<file path="config.mk">
export PLATFORM = sky130hd
export DESIGN_NAME = mcp320x_spi_scan
export DESIGN_NICKNAME = d
export VERILOG_FILES = /design/src/rtl/mcp320x_spi_scan.sv
export SDC_FILE = /design/constraint.sdc
export NUM_CORES = 1
export LEC_CHECK = 0
export ABC_AREA = 1
export BUFFER_PORTS_ARGS = -buffer_cell sky130_fd_sc_hd__buf_2
export CAP_MARGIN = 20
export CORE_MARGIN = 10
export CORE_UTILIZATION = 54
export DETAILED_ROUTE_END_ITERATION = 8
export GPL_TIMING_DRIVEN = 0
export MAX_ROUTING_LAYER = met4
export PLACE_DENSITY = 0.83
export REMOVE_ABC_BUFFERS = 1
export SLEW_MARGIN = 30
export SYNTH_ARGS = -nofsm -noshare
export SYNTH_HDL_FRONTEND = slang
export SYNTH_SLANG_ARGS = --single-unit
</file>
<file path="constraint.sdc">
create_clock -name clk -period 1.5 [get_ports clk]
set_input_delay 0.3 -clock clk [delete_from_list [all_inputs] [get_ports clk]]
set_output_delay 0.3 -clock clk [all_outputs]
set_load 0.05 [all_outputs]
</file>
<file path="src/rtl/mcp320x_spi_scan.sv">
// mcp320x_spi_scan: frame-paced SPI master for MCP3202/MCP3204/MCP3208 12-bit ADCs.
// Each frame tick converts channels 0..NUM_CH-1 back-to-back, one chip-select window
// per channel. Each result is emitted with its channel tag and a one-cycle valid pulse.
module mcp320x_spi_scan #(
  parameter int unsigned FCLK   = 100_000_000,
  parameter int unsigned FSCK   = 500_000,
  parameter int unsigned FS     = 500,
  parameter int unsigned DEVICE = 3202,
  parameter int unsigned NUM_CH = 2,
  parameter int unsigned SGL    = 1
) (
  input  logic        clk,
  input  logic        rst_n,
  input  logic        en,
  input  logic        miso,
  output logic        mosi,
  output logic        sck,
  output logic        cs_n,
  output logic [11:0] data,
  output logic [2:0]  ch,
  output logic        dv,
  output logic        busy
);

  localparam int unsigned HALF   = FCLK / (2 * FSCK);
  localparam int unsigned CSH    = FCLK / 2_000_000 + 1;
  localparam int unsigned PERIOD = FCLK / FS;
  localparam int unsigned TOTAL  = (DEVICE == 3202) ? 17 : 19;
  // First SCK rise that carries result bit B11; B0 lands on rise TOTAL.
  localparam int unsigned FIRST  = TOTAL - 11;
  localparam int unsigned TMAX   = (HALF > CSH) ? HALF : CSH;
  localparam int unsigned TW     = $clog2(TMAX + 1);
  localparam int unsigned PW     = $clog2(PERIOD + 1);
  localparam int unsigned BUDGET = NUM_CH * (2 * HALF * (TOTAL + 1) + CSH);
  localparam logic        SGL_B  = (SGL != 0);

  // Parameter sanity checks, evaluated at elaboration.
  if (FSCK < 10_000 || FSCK > 900_000) begin : g_bad_fsck
    $error("mcp320x_spi_scan: FSCK must be 10_000..900_000");
  end
  if (DEVICE != 3202 && DEVICE != 3208) begin : g_bad_device
    $error("mcp320x_spi_scan: DEVICE must be 3202 or 3208");
  end
  if (NUM_CH < 1 || NUM_CH > ((DEVICE == 3202) ? 2 : 8)) begin : g_bad_num_ch
    $error("mcp320x_spi_scan: NUM_CH out of range for DEVICE");
  end
  if (BUDGET >= PERIOD) begin : g_bad_budget
    $error("mcp320x_spi_scan: channel scan does not fit in one frame period");
  end

  typedef enum logic [2:0] {
    StIdle,
    StSetup,
    StSckHi,
    StSckLo,
    StEnd,
    StGap
  } state_e;

  state_e          state_q, state_d;
  logic [TW-1:0]   tmr_q, tmr_d;
  logic [4:0]      edge_q, edge_d;
  logic [2:0]      idx_q, idx_d;
  logic [11:0]     shift_q, shift_d;
  logic [PW-1:0]   frame_q, frame_d;
  logic            frame_tick;
  logic            rise;

  logic            cs_n_q, cs_n_d;
  logic            sck_q, sck_d;
  logic            mosi_q, mosi_d;
  logic [11:0]     data_q, data_d;
  logic [2:0]      ch_q, ch_d;
  logic            dv_q, dv_d;
  logic            busy_q, busy_d;

  // Command bit k (1-based, MSB first) for channel idx; zero past the command.
  function automatic logic cmd_bit(input logic [2:0] idx, input logic [4:0] k);
    logic [4:0] cmd;
    if (DEVICE == 3202) begin
      cmd = {1'b1, SGL_B, idx[0], 1'b1, 1'b0};  // start, SGL, ODD/SIGN, MSBF
    end else begin
      cmd = {1'b1, SGL_B, idx};                  // start, SGL, D2, D1, D0
    end
    if (k >= 5'd1 && k <= 5'd5) begin
      return cmd[3'(5'd5 - k)];
    end
    return 1'b0;
  endfunction

  // Frame counter: runs 0..PERIOD-1 while enabled and ticks on the wrap; held at zero otherwise.
  always_comb begin
    frame_tick = en && (frame_q == PW'(PERIOD - 1));
    frame_d    = frame_q + 1'b1;
    if (!en || frame_tick) begin
      frame_d = '0;
    end
  end

  // Transaction FSM: next state and registered output values, set on state entry.
  always_comb begin
    state_d = state_q;
    tmr_d   = tmr_q + 1'b1;
    edge_d  = edge_q;
    idx_d   = idx_q;
    shift_d = shift_q;
    cs_n_d  = cs_n_q;
    sck_d   = sck_q;
    mosi_d  = mosi_q;
    data_d  = data_q;
    ch_d    = ch_q;
    dv_d    = 1'b0;
    busy_d  = busy_q;
    rise    = 1'b0;

    unique case (state_q)
      StIdle: begin
        tmr_d = '0;
        // Ticks can only land here with valid parameters; any other tick is ignored.
        if (frame_tick) begin
          idx_d   = '0;
          busy_d  = 1'b1;
          state_d = StSetup;
          cs_n_d  = 1'b0;
          sck_d   = 1'b0;
          edge_d  = '0;
          mosi_d  = cmd_bit(idx_d, 5'd1);
        end
      end
      StSetup: begin
        if (tmr_q == TW'(HALF - 1)) begin
          rise = 1'b1;
        end
      end
      StSckHi: begin
        if (tmr_q == TW'(HALF - 1)) begin
          state_d = StSckLo;
          tmr_d   = '0;
          sck_d   = 1'b0;
          mosi_d  = cmd_bit(idx_q, 5'(edge_q + 5'd1));
        end
      end
      StSckLo: begin
        if (tmr_q == TW'(HALF - 1)) begin
          if (edge_q == 5'(TOTAL)) begin
            state_d = StEnd;
            tmr_d   = '0;
            cs_n_d  = 1'b1;
            data_d  = shift_q;
            ch_d    = idx_q;
            dv_d    = 1'b1;
          end else begin
            rise = 1'b1;
          end
        end
      end
      StEnd: begin
        state_d = StGap;
        tmr_d   = '0;
      end
      StGap: begin
        if (tmr_q == TW'(CSH - 1)) begin
          tmr_d = '0;
          if (idx_q < 3'(NUM_CH - 1)) begin
            idx_d   = idx_q + 1'b1;
            state_d = StSetup;
            cs_n_d  = 1'b0;
            edge_d  = '0;
            mosi_d  = cmd_bit(idx_d, 5'd1);
          end else begin
            busy_d  = 1'b0;
            state_d = StIdle;
          end
        end
      end
      default: begin
        state_d = StIdle;
      end
    endcase

    // SCK rising edge: count it and capture miso once result bits are on the line.
    if (rise) begin
      state_d = StSckHi;
      tmr_d   = '0;
      sck_d   = 1'b1;
      edge_d  = edge_q + 1'b1;
      if (edge_d >= 5'(FIRST)) begin
        shift_d = {shift_q[10:0], miso};
      end
    end
  end

  // State, counters and output registers with synchronous active-low reset.
  always_ff @(posedge clk) begin
    if (!rst_n) begin
      state_q <= StIdle;
      tmr_q   <= '0;
      edge_q  <= '0;
      idx_q   <= '0;
      shift_q <= '0;
      frame_q <= '0;
      cs_n_q  <= 1'b1;
      sck_q   <= 1'b0;
      mosi_q  <= 1'b0;
      data_q  <= '0;
      ch_q    <= '0;
      dv_q    <= 1'b0;
      busy_q  <= 1'b0;
    end else begin
      state_q <= state_d;
      tmr_q   <= tmr_d;
      edge_q  <= edge_d;
      idx_q   <= idx_d;
      shift_q <= shift_d;
      frame_q <= frame_d;
      cs_n_q  <= cs_n_d;
      sck_q   <= sck_d;
      mosi_q  <= mosi_d;
      data_q  <= data_d;
      ch_q    <= ch_d;
      dv_q    <= dv_d;
      busy_q  <= busy_d;
    end
  end

  assign cs_n = cs_n_q;
  assign sck  = sck_q;
  assign mosi = mosi_q;
  assign data = data_q;
  assign ch   = ch_q;
  assign dv   = dv_q;
  assign busy = busy_q;

endmodule

</file>
## Word-level counts from Yosys, hierarchy flattened

Cells that the tools add are included.

- Flip-flop bits (word level): 68
- Input port bits: 4

- $add $sub $neg: 5
- Magnitude comparators: 5
- Equal/unequal tests: 23
- Mux-type cells: 60
- Bitwise logic cells: 2
- Reduce and logical (&&, ||, !) cells: 24

Operator list:

| kind | count |
|---|---|
| 2-to-1 mux 1 bit | 31 |
| 2-to-1 mux 5 bit | 6 |
| 2-to-1 mux 7 bit | 4 |
| case mux 7 bit (4 select lines) | 1 |
| 2-to-1 mux 3 bit | 8 |
| adder 18 x 1 -> 18 bit (second input constant) | 1 |
| == test 18 bit (second input constant) | 1 |
| != test 3 bit (second input constant) | 6 |
| case mux 3 bit (6 select lines) | 1 |
| AND reduction 6 bit | 3 |
| != test 2 bit (second input constant) | 8 |
| AND reduction 4 bit | 3 |
| nonzero test 3 bit | 4 |
| case mux 5 bit (2 select lines) | 1 |
| AND reduction 3 bit | 3 |
| adder 7 x 1 -> 7 bit (second input constant) | 1 |
| == test 7 x 6 -> 1 bit (second input constant) | 1 |
| == test 7 bit (second input constant) | 1 |
| == test 3 x 2 -> 1 bit (second input constant) | 2 |
| == test 3 bit (second input constant) | 2 |
| case mux 1 bit (2 select lines) | 3 |
| case mux 1 bit (3 select lines) | 2 |
| case mux 3 bit (2 select lines) | 1 |
| OR reduction 2 bit | 3 |
| other kinds (20) | 22 |

## Logic depth before layout (Yosys ltp)

Gate-level depths: netlist of run 1.

- Depth after elaboration: 9
- Depth in mapped cells: 11
- Mapped depth without buffers: 11

## Worst setup path before layout of run 1

Ideal clock, no wire load.

- Path type: flip-flop to flip-flop
- From: register edge_q[0]
- To: register shift_q[1]
- Library setup time: 116 ps
- Data arrival time: 1,563 ps
- Required time: 1,384 ps
- Setup slack: -179 ps
- Stages on the path, launching flop included: 10
- Path buffers: 1
- Clock period less this slack: 1,679 ps
- Cell sequence: dfxtp_1 > ha_1 > xor2_1 > ha_1 > inv_1 > nand2_1 > nand2_4 > buf_6 > o21ai_0 > nor2_1

- Cells in the longest elaborated chain, start to end: 5

Ends and longest elaborated chain:

| item | line | RTL |
|---|---|---|
| start: declaration | 62 | `logic [4:0] edge_q, edge_d;` |
| start signal: assignment | 212 | `edge_q <= edge_d;` |
| parallel branches: the longest is 4 deep, another holds adder 5 x 1 -> 5 bit | - |  |
| AND reduction 2 bit (no source line) (*) | - |  |
| end signal: assignment | 214 | `shift_q <= shift_d;` |
| end: declaration | 64 | `logic [11:0] shift_q, shift_d;` |

Every way passes the cells marked *.
A chain may end at the register's enable or synchronous reset.

## Final worst setup path of run 1

- From: register tmr_q[2]
- To: register edge_q[4]

- Cells in the longest elaborated chain, start to end: 5

Ends and longest elaborated chain:

| item | line | RTL |
|---|---|---|
| start: declaration | 61 | `logic [TW-1:0] tmr_q, tmr_d;` |
| start signal: assignment | 211 | `tmr_q <= tmr_d;` |
| == test 7 bit | 131, 144 |  |
| 2-to-1 mux 1 bit (on tied branches) | 144, 131 |  |
| case mux 1 bit (2 select lines) | 116 | `unique case (state_q)` |
| != test 3 bit (no source line) / nonzero test 3 bit (equally long branches) | - |  |
| AND reduction 4 bit (no source line) | - |  |

Parallel ways exist; a longest one is shown, timed or not.

==> out/qor.yml, run 1 <==
r2r_end: "edge_q[4]"
yosysWarningCount: 0
p_per_area_nw_per_um2: 1385
num_vias: 3518
io_buffer_count: 23
grt_first_pass_wirelength_mm: 14.28
min_period_ns: 1.754
synthAdderAreaFrac_pct: 4.245
use_met3_pct: 3.912
min_to: "shift_q[0]"
routed_wl_mm: 11.79
drive_gt1_share_pct: 44.73
synth_compound_area_share_pct: 12.97
grt.busiest_layer: "met2"
place_inst: 514
yosys-top-cells-count: "68 x dfxtp_1, 65 x nor2_1, 63 x nand2_1, 46 x inv_1, 34 x o21ai_0"
gp_congestion: 0.9356
drc_errors: 1
min_path_type: "in -> reg"
synth_seq_cells: 68
synthSimpleGateAreaFrac_pct: 29.29
synthXorXnorAreaFrac_pct: 4.052
worst_ep_arrival_time_ns: 1.99
synth_top_family_by_area: "simple AND/OR/NAND/NOR gates"
overflow: 0
synthCells: 425
grt_max_degree: 35
holdPathStages: 3
yosysSeqAreaShare_pct: 41.99
wl_per_cell_um: 20.08
synth_top_area_cell: "dfxtp_1"
cts_max_path_buffers: 2
cts.sinks: 68
antenna_found_initial: 0
synth.mux.area_fraction_pct: 0
path_clk_slew_ns: 0.09
avgSynthCellArea_um2: 7.628
die_y_um: 97.48
hold_viol_final: 0
cts_buffers: 9
vdd_ir_drop_max_v: 0.001194
worstSetupEndpointType: "register"
via_per_inst: 5.993
die_w_um: 97.48
finClkSkew_ns: 0.01214
failed_checks: "design-rule violations, negative setup slack"
yosysTopAreaCellShare_pct: 41.99
hpwl_mm: 4.827
period_share_pct: 116.9
p_leak_uw: 0.001940
htreeDepth: 3
synthTopCellsByArea: "dfxtp_1 42%, nor2_1 7.5%, nand2_1 7.3%"
n_fill_cell: 293
antenna_cells: 0
rows: 28
rr_worst_depth: 10
required_ns: 1.74
initial_utilization_pct: 55.08
fp.coreArea_um2: 5886
run_status: "finished, violations left"
max_cap_viol_count: 0
clk_latency_ns: 0.37
p_total_uw: 6515
r2r_slack_ns: -0.25
synthDistinctLibCells: 33
setup_slack_ns: -0.2541
holdBufCountCts: 0
grt_usage_pct: 17.96
cp_max_fo: 5
antenna_left: 0
critical_path_class: "reg -> reg"
crit_path_start_kind: "register"
nNetsFinal: 522
synth_most_common_cell: "dfxtp_1"
area_growth_pct: 45.12
reg2reg_from: "tmr_q[2]"
die-area_um2: 9502
dr.first_iter.drc_count: 378
max_freq_mhz: 570.1
grt_pass1_vias: 3141
synth_ff_type: "dfxtp_1"
cts-root-buf: "clkbuf_8"
maxSlewHeadroom_pct: 59.59
use_met2_pct: 31.94
synth_edf_count: 0
drv_slew: 0
cts_tree: "built"
hold_start: "miso"
fin_cells: 587
rsz0062_at_grt: "yes"
io_pins: 24
setup_viol: 52
drtPass1Iterations: 9
syn_area_um2: 3242
synthArstFlopShare_pct: 0
worst_slew_pin_slew_ns: 0.6062
grt_use_met1_pct: 18.70
-- layout make-up --
cell class | count | area (µm²) | area share (%)
inverters | 50 | 202.7 | 4.309
multi-input cells | 301 | 2166 | 46.04
clock inverters | 7 | 98.84 | 2.101
repair inverters | 3 | 26.28 | 0.5585
flip-flops and latches | 68 | 1410 | 29.97
well taps | 75 | 93.84 | 1.995
repair buffers | 74 | 583.1 | 12.39
clock buffers | 9 | 123.9 | 2.633
-- registers in the layout, summed over array words and instances, names as in the netlist --
signal,cells
busy,1
ch,3
cs_n,1
data,12
dv,1
edge_q,5
frame_q,18
idx_q,3
mosi,1
sck,1
shift_q,12
state_q,3
tmr_q,7
-- routing by layer --
layer / routed length, µm / up-vias / part of all wire [%]
li1: - / 1552 / -
met1: 4297 / 1625 / 36
met2: 5846 / 259 / 50
met3: 926 / 82 / 7.9
met4: 715 / 0 / 6.1
met5: 0 / - / 0
-- stage by stage --
step / setup WS, ns / setup TNS, ns / hold slack, ns / utilization (%) / instance area (µm²)
floorplan: -0.1581 / -1.278 / 0.3841 / - / 3188
global placement: -0.3488 / -11.09 / 0.4435 / 57.72 / 3397
detailed placement: -0.4108 / -13.57 / 0.4551 / 57.72 / 3397
CTS: -0.07631 / -1.054 / 0.2018 / 70.13 / 4128
global route: -0.3965 / -11.75 / 0.2468 / 79.93 / 4705
finish: -0.2541 / -6.989 / 0.2380 / 79.93 / 4705
-- cells by family (layout without fill, tap and decap cells) --
logic type	count (synthesis)	after routing
flops	68	68
simple gates	196	199
compound gates	76	76
fa+ha+maj	11	11
buf+inv	59	143
xor+xnor	15	15
-- where the power goes --
part,total [µW],switching [µW],internal [µW]
Clock,1740,798,944
Combinational,2690,1720,973
Sequential,2080,153,1930
Total,6520,2670,3840
-- how the worst max path moves through the flow --
stage / cells after the start / slack, ns / end / from
after detailed placement: 8 / -0.41 / mosi / edge_q[0]
after global placement: 5 / -0.35 / frame_q[12] / rst_n
after global routing: 8 / -0.40 / mosi / edge_q[0]
after floorplan: 8 / -0.16 / mosi / edge_q[0]
after CTS: 8 / -0.08 / mosi / edge_q[0]
final: 10 / -0.25 / edge_q[4] / tmr_q[2]
-- worst max-delay path: stages (launching register included) --
cell	delay [ns]
dfxtp_4	0.37
nor2_4	0.15
nand2_4	0.07
nor2_4	0.17
buf_4	0.15
buf_6	0.09
nand3_4	0.08
nand4_1	0.19
nand3_4	0.18
nand2_2	0.11
a21oi_2	0.06
-- placed cells by master, fill, tap and decap left out, types with 9 or more instances in the layout --
master and n:
nand2_4 14, nor2_4 14, clkbuf_8 9, buf_6 14, dfxtp_1 45, inv_1 35
nand3_4 11, nor2_1 44, a21oi_1 24, nor2_2 16, buf_2 23, nand2_1 48
nand4_1 9, o21ai_1 10, dfxtp_2 15, buf_4 34, o21ai_0 26, nand2_2 10
inv_2 12, nand3_1 16
-- timing repair --
item	in CTS	in global routing
resized for setup	75	108
pin swaps	26	54
cloned	4	2
setup buffers	24	27
endpoints found under the setup margin	67	59
No activity file was read; power rests on OpenSTA's default activity.
==> run 2, diff against run 1 <==
--- a/config.mk
+++ b/config.mk
@@ -10,9 +10,9 @@
 export CAP_MARGIN = 20
 export CORE_MARGIN = 10
-export CORE_UTILIZATION = 54
+export CORE_UTILIZATION = 51
 export DETAILED_ROUTE_END_ITERATION = 8
 export GPL_TIMING_DRIVEN = 0
 export MAX_ROUTING_LAYER = met4
-export PLACE_DENSITY = 0.83
+export PLACE_DENSITY = 0.79
 export REMOVE_ABC_BUFFERS = 1
 export SLEW_MARGIN = 30
==> constraint.sdc (replaced) <==
create_clock -name clk -period 1.5 [get_ports clk]
set_input_delay 0.075 -clock clk [delete_from_list [all_inputs] [get_ports clk]]
set_output_delay 0.075 -clock clk [all_outputs]
set_load 0.05 [all_outputs]
==> run 2 against run 1 <==
The flow finishes with violations (negative setup slack). Critical path depth decreased by 1. Sequential share of layout area increased by 2.0 points. Cell count decreased by 2.9%. Register-to-register slack improved by 0.05 ns. Clock skew decreased by 0.0034 ns. Final area decreased by 6.9%. Maximum frequency increased by 3.2%. First-iteration DRC count decreased by 46%. Die area increased by 4.7%. Clock-buffer cell count increased by 1. Routed wire length decreased by 20%. Largest cell class unchanged. Largest power group unchanged.
==> out/qor.yml, run 2 (synthesized netlist as in run 1, its figures left out) <==
die_w_um: 99.73
grt_usage_pct: 16.23
setup_viol: 36
maxSlewHeadroom_pct: 62.08
cts_buffers: 9
top_register: "frame_q"
antenna_found_initial: 0
worst_ep_arrival_time_ns: 1.95
fin_util_pct: 72.28
initial_utilization_pct: 53.49
hold_viol_final: 0
wl_per_cell_um: 16.56
n_fill_cell: 404
hold_ws_ns: 0.04202
drc_errors: 0
fp.coreArea_um2: 6061
rows: 28
largest_reg_flops: 18
die-area_um2: 9946
die_y_um: 99.73
finClkSkew_ns: 0.008709
drive_gt1_share_pct: 37.58
max_freq_mhz: 588.1
cts.sinks: 68
period_share_pct: 113.4
place_area_um2: 3397
final_common_cell: "nor2_1"
p_per_area_nw_per_um2: 1319
path_clk_slew_ns: 0.08
dr.first_iter.drc_count: 206
regArea_um2: 1400
max_cap_viol_count: 0
nNetsFinal: 505
grt_pass1_vias: 2901
drtPass1Iterations: 5
clk_latency_ns: 0.36
fin_cells: 570
crit_path_start_kind: "register"
grt_first_pass_wirelength_mm: 13.15
cts_tree: "built"
overflow: 0
cp_max_fo: 5
num_vias: 3194
p_leak_uw: 0.001796
routed_wl_mm: 9.442
min_period_ns: 1.700
hpwl_mm: 4.557
via_per_inst: 5.604
failed_checks: "negative setup slack"
drv_slew: 0
setup_slack_ns: -0.2003
vdd_ir_drop_max_v: 0.0006862
grt_max_degree: 35
cts-root-buf: "clkbuf_8"
gp_congestion: 0.9322
io_pins: 24
antenna_cells: 0
area_growth_pct: 35.12
required_ns: 1.75
rsz0062_at_grt: "yes"
place_inst: 514
min_path_type: "in -> reg"
run_status: "finished, violations left"
io_buffer_count: 23
setup_tns_ns: -3.318
htreeDepth: 3
worstSetupEndpointType: "register"
final_cell_mix: "57 x nor2_1, 51 x nand2_1, 51 x dfxtp_1"
final_area_um2: 4380
critical_path_class: "reg -> reg"
cts_max_path_buffers: 2
multi_input_area_um2: 2042
antenna_left: 0
worst_slew_pin_slew_ns: 0.5687
run 2: cell types whose count changed in the layout (fill, tap and decap cells not counted), sizes merged:
| cell | change |
|---|---|
| clkinvlp | +1 |
| clkinv | -1 |
| buf | -17 |
| bufinv | -1 |
| clkbuf | +1 |
| dlygate4sd3 | +1 |
| inv | -1 |
run 2: final timing paths:
path	startpoint	endpoint	slack, ns	cells after the start
worst max-delay path	edge_q[0]	shift_q[11]	-0.20	9
worst min-delay path	en	frame_q[14]	0.04	3
worst max register to register	edge_q[0]	shift_q[11]	-0.20	9
worst min register to register	tmr_q[0]	tmr_q[0]	0.44	1
run 2: worst max-delay path, stage by stage (launching register included):
cell and delay, ns:
dfxtp_4 0.38, buf_4 0.14, ha_4 0.16, nand3_4 0.11, nand2_4 0.07, a21oi_4 0.25
buf_6 0.14, nand2_4 0.07, o21ai_0 0.22, nor2_1 0.07
run 2: report_power, final:
group | internal, µW | leakage, µW | total [µW] | switching (µW)
clock | 824 | 0.0000991 | 1630 | 805
sequential | 1930 | 0.000559 | 2060 | 131
combinational | 708 | 0.00114 | 2090 | 1380
total | 3460 | 0.00180 | 5780 | 2320
run 2: layout make-up:
| class | instances | area share [%] |
|---|---|---|
| well taps | 75 | 2.142 |
| inverters | 50 | 4.570 |
| multi-input cells | 301 | 46.62 |
| clock inverters | 6 | 1.628 |
| flip-flops and latches | 68 | 31.96 |
| clock buffers | 10 | 3.142 |
| repair buffers | 58 | 9.540 |
| repair inverters | 2 | 0.3999 |
run 2: layer usage:
layer,global-route usage (%),vias to the layer above,wire length [µm]
met4,7.718,0,265
met3,2.422,29,491
li1,-,1516,-
met5,-,-,0
met1,18.90,1512,3840
met2,26.73,137,4844
run 2: per-stage QoR:
step,setup WS (ns),power (µW)
final,-0.2003,5776
after global routing,-0.2784,6040
after CTS,-0.09589,5294
after detailed placement,-0.4237,3516
after global placement,-0.3503,3482
after floorplan,-0.1581,3217
run 2: what timing repair did:
item,CTS,global route
setup endpoints to repair,67,56
cloned,4,1
pin swaps,19,39
hold buffers,1,0
gates resized for setup,55,80
hold endpoints to repair,1,0
setup buffers,18,16
==> run 3, diff against run 2 <==
SKIP_CTS_REPAIR_TIMING = 1   (was default)
==> run 3 against run 2 <==
The flow still finishes with violations (negative setup slack). Global-route usage decreased by 2.7 points. Final area decreased by 5.3%. Core utilization down 3.9 points. Hold slack better by 0.16 ns. Register-to-register slack worse by 0.04 ns. Power is 6.6% lower. Via count down 5.3%. Sequential share of layout area up 1.7 points. Critical path type unchanged. Critical endpoint is now mosi. Highest routed layer unchanged.
==> out/qor.yml, run 3 (synthesized netlist as in run 1, its figures left out) <==
run_status: "finished, violations left"
failed_checks: "negative setup slack"
antenna_cells: 0
wl_per_cell_um: 14.56
worstSetupEndpointType: "register"
via_per_inst: 5.460
maxSlewHeadroom_pct: 63.17
cts-root-buf: "clkbuf_8"
fp.coreArea_um2: 6061
largest_reg_flops: 18
cts.sinks: 68
antenna_left: 0
num_vias: 3025
finClkSkew_ns: 0.005854
use_met2_pct: 21.20
grt_usage_pct: 13.57
drc_errors: 0
initial_utilization_pct: 53.49
final_cell_mix: "55 x nor2_1, 53 x nand2_1, 52 x dfxtp_1"
r2r_slack_ns: -0.24
cpPeakStageDelay_ns: 0.40
worst_ep_arrival_time_ns: 2.02
worst_slew_pin_slew_ns: 0.5524
grt.busiest_layer: "met2"
place_area_um2: 3397
grt_pass1_vias: 2587
crit_path_frequent_cell: "ha_4"
max_cap_viol_count: 0
cts_tree: "built"
die_w_um: 99.73
cts_buffers: 9
min_path_type: "in -> reg"
use_met3_pct: 2.699
grt_use_met1_pct: 16.37
regArea_um2: 1394
nNetsFinal: 489
critical_path_class: "reg -> reg"
max_freq_mhz: 575.3
period_share_pct: 115.9
cts_max_path_buffers: 2
drtPass1Iterations: 5
n_fill_cell: 451
htreeDepth: 3
clk_latency_ns: 0.35
antenna_found_initial: 0
die-area_um2: 9946
dr.first_iter.drc_count: 276
drive_gt1_share_pct: 31.73
overflow: 0
hold_viol_final: 0
cp_max_fo: 6
cp_top_family: "compound AO/OA/AOI/OAI gates"
fin_util_pct: 68.41
top_register: "frame_q"
rsz0062_at_grt: "yes"
final_area_um2: 4146
required_ns: 1.78
setup_tns_ns: -4.134
routed_wl_mm: 8.065
final_common_cell: "nor2_1"
io_pins: 24
path_cells: "ha_4 -> xor2_4 -> ha_4 -> o211ai_1 -> o21ai_1 -> a21oi_1 -> nand3_1 -> a21oi_2"
grt_first_pass_wirelength_mm: 11.07
hpwl_mm: 4.557
crit_path_start_kind: "register"
area_growth_pct: 27.90
path_clk_slew_ns: 0.08
setup_slack_ns: -0.2383
slowest_stage: "dfxtp_4"
min_period_ns: 1.738
p_leak_uw: 0.001707
drv_slew: 0
setup_viol: 51
vdd_ir_drop_max_v: 0.0007808
io_buffer_count: 23
path_buf_inv: 0
die_y_um: 99.73
rows: 28
p_per_area_nw_per_um2: 1301
grt_max_degree: 35
gp_congestion: 0.9322
multi_input_area_um2: 1956
==> run 3: path summary, 6_finish.rpt <==
check / from / depth (start not counted) / end
worst max register to register: edge_q[0] / 8 / mosi
worst min-delay path: en / 3 / frame_q[0]
worst min register to register: tmr_q[0] / 1 / tmr_q[0]
worst max-delay path: edge_q[0] / 8 / mosi
==> run 3: final cells by class <==
type | count | area share (%)
Multi-Input combinational cell | 302 | 47.16
Sequential cell | 68 | 33.62
Timing Repair Buffer | 41 | 6.488
Inverter | 50 | 4.949
Clock buffer | 10 | 3.319
Tap cell | 75 | 2.263
Clock inverter | 6 | 1.720
Timing Repair inverter | 2 | 0.4828
==> run 3: metal layers <==
| layer | wire (µm) | share of wire (%) |
|---|---|---|
| met5 | 0 | 0 |
| met4 | 178 | 2.2 |
| met3 | 415 | 5.1 |
| met2 | 4043 | 50 |
| met1 | 3427 | 42 |
==> run 3: tightest hold or removal path, delay by kind of cell <==
kind / cells / cell delay, ns
buf+inv: 1 / 0.12
simple gates: 2 / 0.32
==> run 3: where the power goes <==
part	leakage, µW	internal, µW	total (µW)	switching [µW]
clock	0.0000991	824	1580	756
sequential	0.000558	1930	2040	113
combinational	0.00105	561	1770	1210
==> run 3: through the flow <==
stage,power (µW),instances,setup slack (ns),hold slack (ns)
final,5394,554,-0.2383,0.2043
after global routing,5676,554,-0.3515,0.2275
after CTS,5080,530,-0.4529,-0.03133
after detailed placement,3516,514,-0.4237,0.3342
after global placement,3482,514,-0.3503,0.3304
after floorplan,3217,416,-0.1581,0.1591
